[config.mk]
export PLATFORM = sky130hd
export DESIGN_NAME = elevator_call_latch
export DESIGN_NICKNAME = d
export VERILOG_FILES = /design/src/rtl/elevator_call_latch.sv
export SDC_FILE = /design/constraint.sdc
export NUM_CORES = 1
export LEC_CHECK = 0
export CORE_MARGIN = 8
export CORE_UTILIZATION = 40
export DETAILED_ROUTE_END_ITERATION = 7
export PLACE_DENSITY = 0.64
export REMOVE_ABC_BUFFERS = 1
export SYNTH_ARGS = -nofsm -noshare
export SYNTH_HDL_FRONTEND = slang
export SYNTH_SLANG_ARGS = --single-unit
[constraint.sdc]
create_clock -name clk -period 1.9 [get_ports clk]
set_input_delay 0.19 -clock clk [delete_from_list [all_inputs] [get_ports clk]]
set_output_delay 0.19 -clock clk [all_outputs]
set_load 0.01 [all_outputs]
[src/rtl/elevator_call_latch.sv]
// elevator_call_latch: latches floor-call buttons into held requests and
// sequences the door open/close dwell when the car reaches a called floor.
module elevator_call_latch #(
   parameter int unsigned DWELL = 4,   // door-open duration in cycles (1..255)
   parameter int unsigned CLOSE = 2    // door-closing duration in cycles (1..255)
) (
   input  logic       clk,
   input  logic       rst,
   input  logic [3:0] btn,
   input  logic [1:0] floor,
   input  logic       dir,
   output logic       ra,
   output logic       rb,
   output logic       rc,
   output logic       rd,
   output logic       door_open,
   output logic       busy
);

   localparam int unsigned TW = 8;

   localparam logic [1:0] ST_IDLE    = 2'd0;
   localparam logic [1:0] ST_OPEN    = 2'd1;
   localparam logic [1:0] ST_CLOSING = 2'd2;

   localparam logic [TW-1:0] DWELL_M1 = TW'(DWELL - 1);
   localparam logic [TW-1:0] CLOSE_M1 = TW'(CLOSE - 1);

   logic [1:0]    r_state;
   logic [3:0]    r_pend;
   logic [TW-1:0] r_timer;

   logic [1:0]    w_state_nxt;
   logic [3:0]    w_pend_nxt;
   logic [TW-1:0] w_timer_nxt;

   logic [3:0]    w_req;
   logic [3:0]    w_floor_oh;
   logic          w_hit;
   logic [3:0]    w_req_out;

   // Direction is informational only; kept as a named sink.
   logic          w_dir_unused;
   assign w_dir_unused = dir;

   assign w_req      = r_pend | btn;
   assign w_floor_oh = 4'b0001 << floor;
   assign w_hit      = w_req[floor];

   // State, pending-call and timer registers with synchronous active-low reset.
   always_ff @(posedge clk) begin
      if (!rst) begin
         r_state <= ST_IDLE;
         r_pend  <= 4'b0000;
         r_timer <= '0;
      end else begin
         r_state <= w_state_nxt;
         r_pend  <= w_pend_nxt;
         r_timer <= w_timer_nxt;
      end
   end

   // Next-state, call-latching and dwell-timer logic.
   always_comb begin
      w_state_nxt = r_state;
      w_pend_nxt  = r_pend;
      w_timer_nxt = r_timer;
      case (r_state)
         ST_IDLE: begin
            if (w_hit) begin
               // Serve the current floor; other presses this cycle are kept.
               w_state_nxt = ST_OPEN;
               w_timer_nxt = DWELL_M1;
               w_pend_nxt  = w_req & ~w_floor_oh;
            end else begin
               w_pend_nxt  = w_req;
            end
         end
         ST_OPEN: begin
            w_pend_nxt = w_req & ~w_floor_oh;
            if (btn[floor]) begin
               w_timer_nxt = DWELL_M1;
            end else if (r_timer == '0) begin
               w_state_nxt = ST_CLOSING;
               w_timer_nxt = CLOSE_M1;
            end else begin
               w_timer_nxt = r_timer - TW'(1);
            end
         end
         ST_CLOSING: begin
            w_pend_nxt = w_req & ~w_floor_oh;
            if (btn[floor]) begin
               w_state_nxt = ST_OPEN;
               w_timer_nxt = DWELL_M1;
            end else if (r_timer == '0) begin
               w_state_nxt = ST_IDLE;
            end else begin
               w_timer_nxt = r_timer - TW'(1);
            end
         end
         default: begin
            w_state_nxt = ST_IDLE;
            w_timer_nxt = '0;
         end
      endcase
   end

   // Request/door decode: pending calls in IDLE, hold at current floor otherwise.
   always_comb begin
      w_req_out = r_pend;
      door_open = 1'b0;
      busy      = 1'b0;
      if (r_state == ST_OPEN) begin
         w_req_out = w_floor_oh;
         door_open = 1'b1;
         busy      = 1'b1;
      end else if (r_state == ST_CLOSING) begin
         w_req_out = w_floor_oh;
         busy      = 1'b1;
      end
   end

   assign {rd, rc, rb, ra} = w_req_out;

endmodule

==> results of run 1 <==
==> worst min-delay path by stage <==
stage | end | depth (start not counted)
2_1_floorplan | r_pend[3] | 1
5_1_grt | r_pend[3] | 3
4_1_cts | r_pend[3] | 3
3_5_place_dp | r_timer[6] | 2
6_report | r_pend[3] | 3
3_3_place_gp | r_timer[6] | 2
==> routing by layer <==
metal  part of all wire [%]  vias up
met2                     51       30
met1                     43      520
met4                    2.1        0
li1                       -      551
met3                    4.5        8
met5                      0        -
==> sequential cells by signal, summed over array words and instances (netlist names) <==
| register | count |
|---|---|
| r_pend | 4 |
| r_state | 2 |
| r_timer | 8 |
==> cell usage in the layout (no fill, tap or decap), types with 3 or more instances in the layout <==
cell and count:
buf_4 30, nor2_1 16, a21oi_1 11, dfxtp_1 11
nand2_1 10, clkdlybuf4s50_1 8, nor3_1 6, inv_1 5
o21ai_0 5, nor2b_1 4, inv_2 3, nand4_1 3
a32oi_1 3, nand3_1 3, ha_1 3, clkbuf_4 3
clkbuf_2 3, dfxtp_2 3
==> cell type report <==
| type | instances | share of cell area, % |
|---|---|---|
| repair buffers | 43 | 23.4 |
| well taps | 30 | 2.60 |
| clock buffers | 4 | 2.51 |
| flip-flops and latches | 14 | 19.6 |
| multi-input cells | 101 | 49.8 |
| inverters | 8 | 2.08 |
==> what timing repair did <==
action | CTS | global route
pin swaps | 2 | 3
resized for setup | 18 | 12
endpoints found under the setup margin | 14 | 13
buffers inserted | 1 | 2
==> through the flow <==
step	total power, mW	hold WS [ns]	util, %	worst slack [ns]	cells
after detailed placement	1.70	0.514	56.0	-0.410	193
after global routing	2.17	0.439	59.5	-0.131	200
final	2.00	0.409	59.5	-0.0491	200
after global placement	1.68	0.503	56.0	-0.372	193
after floorplan	1.13	0.300	-	-0.0566	123
after CTS	1.97	0.415	58.6	-0.0428	198
==> report_power, final <==
part / leakage, nW / internal [mW] / switching, mW
clock: 0.0210 / 0.117 / 0.107
sequential: 0.116 / 0.366 / 0.0490
combinational: 0.474 / 0.687 / 0.678
==> cells by family (layout without fill, tap and decap cells) <==
kind of cell,Yosys count,in the layout
compound gates,35,35
simple gates,56,56
buf+inv,10,55
mux,4,4
fa+ha+maj,6,6
flops,14,14
==> worst min-delay path: stages <==
cell,delay [ns]
dlygate4sd2_1,0.23
buf_4,0.15
a311oi_1,0.08
==> metrics.cfg, run 1 <==
[run]
drv_cap = 0

[critical_path]
worstPathRequired_ns = 2.06
start_kind = register
crit_slowest_cell = or4b_4
cp_num_buf_inv = 1
cp-endpoint = r_state[0]
reg2reg_from = r_timer[0]
crit_type = register to register
cpLargestDelayFamily = simple AND/OR/NAND/NOR gates
arrival_ns = 2.11
worstSetupPathDepth = 7
critical_path.max_fanout = 2
worstRegToRegCells = 7
critPathMaxStageDelay_ns = 0.47
crit_start = r_timer[0]
endpoint_kind = register
cp_cell_sequence = inv_2 -> ha_4 -> or4b_4 -> or3_4 -> a22oi_2 -> mux2i_1 -> nor2_1
timing.rr.end = r_state[0]
r2r_slack_ns = -0.05

[power_and_ir_drop]
leakagePower_nw = 0.611
power_density_nw_per_um2 = 1390
ir_worst_vdd_mv = 0.771

[synthesis]
avgSynthCellArea_um2 = 8.06
syn_inst = 125
synth.yosys.warnings = 0
synth_mux_area_share_pct = 6.46
ys_seq_elements = 14
yosysTopAreaCell = dfxtp_1
synth-compound-area-share_pct = 24.8
synth_top_family_by_area = simple AND/OR/NAND/NOR gates
synthTopCellsByArea = dfxtp_1 28%, ha_1 7.5%, a21oi_1 6.0%, nor2_1 6.0%, mux4_2 4.5%
async_flop_share_pct = 0
synth_edf_count = 0
yosys.cell_types.count = 38
ys.flop_type = dfxtp_1
synth-simple-area-share_pct = 28.9
synth.most_common_cell = nor2_1
synth_common_cells = 16 x nor2_1, 14 x dfxtp_1, 12 x a21oi_1, 10 x nand2_1, 8 x inv_1
synth_area_um2 = 1010
synth-xor-area-share_pct = 0
synthAdderAreaFrac_pct = 7.45
seq_area_frac_synth_pct = 27.8
synth_top_area_share_pct = 27.8

[floorplanning]
rows = 18
core_area_um2 = 2430
initial_core_util_pct = 41.4
dieWidth_um = 66.2
die_h_um = 66.2
boundaryPins = 15
die_area_um2 = 4380

[clock_network]
cts_htree_levels = 1
cts_tree = done
clkLatencyLatePin_ns = 0.28
clk_pin_slew_ns = 0.09
cts_made_buffers = 3
cts_root_buf = clkbuf_4
clock_sinks = 14
cts_buffer_depth = 2
ctsHoldBuffers = 0

[placed_design]
gp_congestion = 0.834
place_area_um2 = 1360
io_buffers = 13
place_hpwl_um = 2200

[outcome]
violations = negative setup slack
status = finished with violations

[detailed_routing]
ant_nets = 0
routedWlPerCell_um = 14.2
avgViaCountPerCell = 5.55
drtIter0Drc = 71
vias = 1109
drc = 0
drt-pass1-iter-count = 4
drt_wl_total_um = 2840

[sta]
final-hold-violation-count = 0
setup_viol = 4
clock_skew_ns = 0.00280
layout_setup_ws_ns = -0.0491
rsz0062_at_grt = yes
finalCritPeriodShare_pct = 103
min_period_ns = 1.95
setup-tns-final_ns = -0.131
worstMarginPinSlew_ns = 0.469
slew_violations = 0
slew_headroom_pct = 68.5
fmax_mhz = 513

[global_routing]
grtUsageMet3_pct = 3.90
busiest_layer = met2
met1_usage_pct = 15.0
grt_usage_pct = 14.1
grt_pass1_wl_um = 4950
antenna_found_initial = 0
grt_pass1_vias = 1124
overflow = 0
grt_max_degree = 13
grtUsageMet2_pct = 25.1

[layout]
fillerInstances = 229
layout-drive-gt1-share_pct = 34.7
final_cell_area_um2 = 1450
syn_to_final_growth_pct = 43.6
multi_input_area_um2 = 721
n_antenna_cell = 0
regArea_um2 = 284
layout.nets = 186

[min_path]
hold_path.startpoint = floor[0]
hold_class = primary input to register

Power figures use the tool's default switching activity.
==> inputs of run 2 (changes only) <==
--- a/config.mk
+++ b/config.mk
@@ -6,4 +6,5 @@
 export NUM_CORES = 1
 export LEC_CHECK = 0
+export ABC_AREA = 1
 export CORE_MARGIN = 8
 export CORE_UTILIZATION = 40
==> constraint.sdc (replaced) <==
create_clock -name clk -period 1.9 [get_ports clk]
set_input_delay 0.38 -clock clk [delete_from_list [all_inputs] [get_ports clk]]
set_output_delay 0.38 -clock clk [all_outputs]
set_load 0.01 [all_outputs]
==> run 2 against run 1 <==
  * The flow now finishes without violations
  * Wire length shrank 16%
  * Register-to-register slack gained 0.35 ns
  * Clock power shrank 4%
  * Total power grew 4.2%
  * Final area shrank 8.0%
  * Setup slack gained 0.11 ns
  * Maximum frequency grew 6.0%
  * Sequential share of layout area grew 1.6 points
==> metrics.cfg, run 2 <==
[outcome]
status = complete, no violations

[synthesis]
yosysTopAreaCell = dfxtp_1
ys_seq_elements = 14  ; unchanged
synth.yosys.warnings = 0  ; unchanged
avgSynthCellArea_um2 = 6.35  ; -21%
seq_area_frac_synth_pct = 27.6  ; -0.24 points
synth_top_area_share_pct = 27.6  ; -0.24 points
async_flop_share_pct = 0  ; unchanged
synth.most_common_cell = nand2_1
synth_edf_count = 0  ; unchanged
synth_common_cells = 42 x nand2_1, 25 x nor2_1, 19 x inv_1, 14 x dfxtp_1, 12 x o21ai_0
ys.flop_type = dfxtp_1
synthTopCellsByArea = dfxtp_1 28%, nand2_1 16%, nor2_1 9.2%, ha_1 7.4%, inv_1 7.0%
syn_inst = 160  ; +28%
yosys.cell_types.count = 26  ; -32%
synth_area_um2 = 1020  ; +0.87%

[layout]
fillerInstances = 247  ; +7.9%
final_common_cell = nand2_1
multi_input_area_um2 = 682  ; -5.4%
largest_reg_flops = 8  ; unchanged
mostFrequentLayoutCells = 42 x nand2_1, 23 x nor2_1, 19 x inv_1
finish.utilization_pct = 54.7  ; -4.8 points
final_cell_area_um2 = 1330  ; -8.0%
reg_top3 = r_timer x8, r_pend x4, r_state x2
regArea_um2 = 283  ; -0.44%
largest-register = r_timer
n_antenna_cell = 0  ; unchanged
layout-drive-gt1-share_pct = 22.2  ; -12 points
syn_to_final_growth_pct = 30.9
layout.nets = 205  ; +10%

[critical_path]
r2r_slack_ns = 0.30  ; +0.35 ns
worstPathRequired_ns = 1.52  ; -0.54 ns
start_kind = register
reg2reg_from = r_timer[0]
arrival_ns = 1.46  ; -0.65 ns
worstRegToRegCells = 10  ; +3
endpoint_kind = output pin
crit_type = register to output pin
timing.rr.end = r_timer[7]
critical_path.max_fanout = 5  ; +3

[detailed_routing]
drt-pass1-iter-count = 4  ; unchanged
drt_wl_total_um = 2390  ; -16%
drc = 0  ; unchanged
ant_nets = 0  ; unchanged
routedWlPerCell_um = 10.9  ; -23%
drtIter0Drc = 75  ; +5.6%
avgViaCountPerCell = 4.89  ; -12%
vias = 1072  ; -3.3%

[sta]
fmax_mhz = 544  ; +6.0%
clock_skew_ns = 0.00495  ; +0.00215 ns
slew_violations = 0  ; unchanged
setup_viol = 0  ; -4
rsz0062_at_grt = no
finalCritPeriodShare_pct = 96.8  ; -5.8 points
slew_headroom_pct = 67.2  ; -1.3 points
min_period_ns = 1.84  ; -0.110 ns
layout_setup_ws_ns = 0.0609  ; +0.110 ns
whs_ns = 0.496  ; +0.0870 ns
setup-tns-final_ns = 0  ; +0.131 ns
final-hold-violation-count = 0  ; unchanged
worstMarginPinSlew_ns = 0.490  ; +0.0215 ns

[floorplanning]
die_h_um = 66.4  ; +0.32%
rows = 18  ; unchanged
core_area_um2 = 2430  ; unchanged
die_area_um2 = 4410  ; +0.65%
boundaryPins = 15  ; unchanged
dieWidth_um = 66.4  ; +0.32%
initial_core_util_pct = 41.8  ; +0.36 points

[min_path]
hold_path.startpoint = r_timer[1]
hold_path_depth = 2  ; -1
hold_path_end = r_timer[1]
hold_class = register to register

[clock_network]
clk_pin_slew_ns = 0.08  ; about the same
clock_sinks = 14  ; unchanged
cts_made_buffers = 3  ; unchanged
cts_tree = done
cts_htree_levels = 1  ; unchanged
cts_setup_buffers = 0  ; -1
clkLatencyLatePin_ns = 0.28  ; about the same
cts_buffer_depth = 2  ; unchanged
cts_root_buf = clkbuf_4

[global_routing]
grt_max_degree = 13  ; unchanged
antenna_found_initial = 0  ; unchanged
grt_pass1_wl_um = 4040  ; -18%
grt_usage_pct = 11.3  ; -2.8 points
grt_pass1_vias = 1028  ; -8.5%
overflow = 0  ; unchanged

[placed_design]
place_hpwl_um = 1910  ; -13%
place_area_um2 = 1270  ; -6.6%
io_buffers = 13  ; unchanged
detailedPlace.worstSlack_ns = -0.321  ; +0.0892 ns
gp_congestion = 0.848  ; +1.8%

[power_and_ir_drop]
power_density_nw_per_um2 = 1570  ; +13%
ir_worst_vdd_mv = 1.21  ; +57%
leakagePower_nw = 0.659  ; +8.0%

[run]
drv_cap = 0  ; unchanged

run 2: cell count changes after synthesis, moves of 3 or more:
cell / delta
nor3_1: -4
nor2b_1: -4
a32oi_1: -3
nor2_1: +9
inv_1: +11
nand2_1: +32
o21ai_0: +6
a21oi_1: -5
nand2_2: +3
nand3_1: +7
o211a_1: +3
run 2: worst max-delay path, stage by stage, from the launching register on:
cell and delay [ns]:
dfxtp_2 0.36, inv_1 0.06, ha_2 0.20, or2_4 0.29, nor2_2 0.10, a21oi_2 0.04, buf_2 0.13
run 2: cells by family after synthesis:
family | after synthesis | synth area share (%)
AND/OR/NAND/NOR | 92 | 41.8
buffers and inverters | 23 | 8.87
AO/OA/AOI/OAI | 25 | 14.4
flip-flops | 14 | 27.6
adder cells (fa/ha/maj) | 6 | 7.39
run 2: area by class of cell:
cell class                      instances  share of cell area, %
Sequential cell                        14                   21.3
Timing Repair Buffer                   26                   15.8
Inverter                               21                   6.11
Multi-Input combinational cell        124                   51.3
Tap cell                               30                   2.82
Clock buffer                            4                   2.73
run 2: worst max path at each step:
stage | from | endpoint | cells after the start | slack [ns]
finish | r_state[0] | rd | 6 | 0.06
global route | r_state[0] | rd | 6 | 0.002
CTS | r_state[0] | ra | 5 | -0.05
detailed placement | floor[0] | rb | 6 | -0.32
global placement | floor[0] | rb | 6 | -0.31
floorplan | r_state[1] | ra | 4 | 0.19
run 2: metal layers:
metal | part of all wire (%) | up-vias | routed length (um) | GRT usage, %
met3 | 3.7 | 0 | 89 | 3.90
met2 | 51 | 17 | 1220 | 21.2
met1 | 45 | 487 | 1080 | 12.0
li1 | - | 568 | - | -
met5 | 0 | - | 0 | 0
met4 | 0 | 0 | 0 | 1.60
run 2: power breakdown:
| part | leakage (nW) | internal, mW | total [mW] | switching [mW] |
|---|---|---|---|---|
| clock network | 0.0210 | 0.117 | 0.216 | 0.0995 |
| logic | 0.522 | 0.581 | 1.39 | 0.813 |
| registers | 0.116 | 0.396 | 0.479 | 0.0823 |
run 2: repair_timing:
action | CTS | global route
cloned | 0 | 1
setup endpoints to repair | 7 | 13
hold buffers | 0 | 0
gates resized for setup | 22 | 12
pin swaps | 0 | 1
run 2: metrics by stage:
stage / cells / power [mW]
2_1_floorplan: 158 / 1.38
3_3_place_gp: 214 / 1.80
3_5_place_dp: 214 / 1.84
4_1_cts: 218 / 2.04
5_1_grt: 219 / 2.32
6_report: 219 / 2.09
==> inputs of run 3 (changes only) <==
Settings changed: RECOVER_POWER set to 50.
==> run 3 against run 2 <==
  * Clock power about the same
  * Die area is the same
  * Sequential power is essentially flat
  * Non-clock buffer count stayed put
  * Register-to-register slack lost 0.08 ns
  * Hold slack worse by 0.00096 ns
  * Wire length down 0.42%
  * Total power shrank 1.5%
==> metrics.cfg, run 3 (same netlist as run 2, synthesis figures left out) <==
[layout]
largest_reg_flops = 8  ; unchanged
n_antenna_cell = 0  ; unchanged
layout-drive-gt1-share_pct = 21.2  ; -1.1 points
multi_input_area_um2 = 667  ; -2.2%
finish.utilization_pct = 54.1  ; -0.62 points
reg_top3 = r_timer x8, r_pend x4, r_state x2
fillerInstances = 250  ; +1.2%
syn_to_final_growth_pct = 29.4
regArea_um2 = 283  ; unchanged
final_cell_area_um2 = 1320  ; -1.1%
layout.nets = 205  ; unchanged
mostFrequentLayoutCells = 43 x nand2_1, 23 x nor2_1, 19 x inv_1
largest-register = r_timer
final_common_cell = nand2_1

[floorplanning]
dieWidth_um = 66.4  ; unchanged
die_h_um = 66.4  ; unchanged
core_area_um2 = 2430  ; unchanged
boundaryPins = 15  ; unchanged
initial_core_util_pct = 41.8  ; unchanged
die_area_um2 = 4410  ; unchanged
rows = 18  ; unchanged

[sta]
slew_headroom_pct = 67.3  ; +0.096 points
worstMarginPinSlew_ns = 0.489  ; -0.00151 ns
final-hold-violation-count = 0  ; unchanged
rsz0062_at_grt = no
fmax_mhz = 543  ; -0.17%
clock_skew_ns = 0.00483  ; -0.000127 ns
min_period_ns = 1.84  ; +0.00312 ns
slew_violations = 0  ; unchanged
finalCritPeriodShare_pct = 97.0  ; +0.16 points
whs_ns = 0.495  ; -0.000965 ns
setup_viol = 0  ; unchanged

[placed_design]
place_hpwl_um = 1910  ; unchanged
gp_congestion = 0.848  ; unchanged
place_area_um2 = 1270  ; unchanged
io_buffers = 13  ; unchanged

[clock_network]
clk_pin_slew_ns = 0.08  ; about the same
clock_sinks = 14  ; unchanged
cts_tree = done
cts_buffer_depth = 2  ; unchanged
cts_setup_buffers = 0  ; unchanged
cts_made_buffers = 3  ; unchanged
cts_htree_levels = 1  ; unchanged
cts_root_buf = clkbuf_4
clkLatencyLatePin_ns = 0.28  ; about the same

[critical_path]
cpLargestDelayFamily = simple AND/OR/NAND/NOR gates
timing.rr.end = r_timer[7]
crit_type = register to output pin
endpoint_kind = output pin
arrival_ns = 1.46  ; about the same
crit_start = r_state[0]
cp_cell_sequence = inv_1 -> ha_2 -> or2_4 -> nor2_2 -> a21oi_2 -> buf_2
worstRegToRegCells = 10  ; unchanged
critical_path.max_fanout = 5  ; unchanged
worstPathRequired_ns = 1.52  ; about the same
critPathMaxStageDelay_ns = 0.36  ; about the same
reg2reg_from = r_timer[0]
cp-endpoint = rd
crit_slowest_cell = dfxtp_2
worstSetupPathDepth = 6  ; unchanged
r2r_slack_ns = 0.22  ; -0.08 ns
cp_num_buf_inv = 2  ; unchanged
start_kind = register

[global_routing]
grt_usage_pct = 11.3  ; unchanged
grt_pass1_vias = 1028  ; unchanged
grt_max_degree = 13  ; unchanged
grt_pass1_wl_um = 4040  ; unchanged
overflow = 0  ; unchanged
antenna_found_initial = 0  ; unchanged

[detailed_routing]
avgViaCountPerCell = 4.89  ; -0.19%
drc = 0  ; unchanged
drtIter0Drc = 56  ; -25%
drt_wl_total_um = 2380  ; -0.42%
vias = 1070  ; -0.19%
ant_nets = 0  ; unchanged
routedWlPerCell_um = 10.9  ; -0.42%
drt-pass1-iter-count = 4  ; unchanged

[min_path]
hold_class = register to register
hold_path.startpoint = r_timer[1]

[run]
drv_cap = 0  ; unchanged

[outcome]
status = complete, no violations

[power_and_ir_drop]
p_total_mw = 2.06  ; -1.5%
ir_worst_vdd_mv = 1.19  ; -1.7%
power_density_nw_per_um2 = 1570  ; -0.34%
leakagePower_nw = 0.659  ; about the same

[run 3: changes by cell type in the layout (fill, tap and decap cells not counted), sizes merged]
cell	delta
dlygate4sd3	+1
clkdlybuf4s50	-1
[run 3: layout make-up]
type	count	area share, %
Multi-Input combinational cell	124	50.7
Clock buffer	4	2.76
Sequential cell	14	21.5
Timing Repair Buffer	26	16.0
Inverter	21	6.18
Tap cell	30	2.85
[run 3: worst register-to-register path, delay by kind of cell (launching register included)]
| family | cells | cell delay (ns) |
|---|---|---|
| simple gates | 7 | 1.00 |
| fa+ha+maj | 1 | 0.15 |
| flops | 1 | 0.34 |
| buf+inv | 2 | 0.13 |
[run 3: report_power, final]
part | switching [mW] | internal, mW
Sequential | 0.0819 | 0.396
Combinational | 0.791 | 0.573
Clock | 0.0993 | 0.117
Total | 0.972 | 1.09
[run 3: metal layers]
metal	vias up	routed length [um]	global-route usage [%]
li1	569	-	-
met1	479	1070	12.0
met2	20	1210	21.2
met3	2	98	3.90
met4	0	5	1.60
met5	-	0	0
[run 3: how the worst min path moves through the flow]
stage | endpoint | slack [ns] | cells after the start
global route | r_timer[7] | 0.54 | 2
finish | r_timer[1] | 0.49 | 2
global placement | r_timer[7] | 0.45 | 2
detailed placement | r_timer[1] | 0.48 | 2
floorplan | r_timer[7] | 0.44 | 2
CTS | r_timer[1] | 0.50 | 2
[run 3: timing repair]
item                       in CTS  in global routing
gates resized for setup        22                 12
pin swaps                       0                  1
setup endpoints to repair       7                 13
gates cloned                    0                  1
hold buffers                    0                  0
[run 3: stage by stage]
stage	setup TNS [ns]	setup WS (ns)	std cells
global placement	-3.24	-0.311	214
global route	0	0.00207	219
finish	0	0.0578	219
floorplan	0	0.187	158
detailed placement	-3.51	-0.321	214
CTS	-0.0460	-0.0460	218
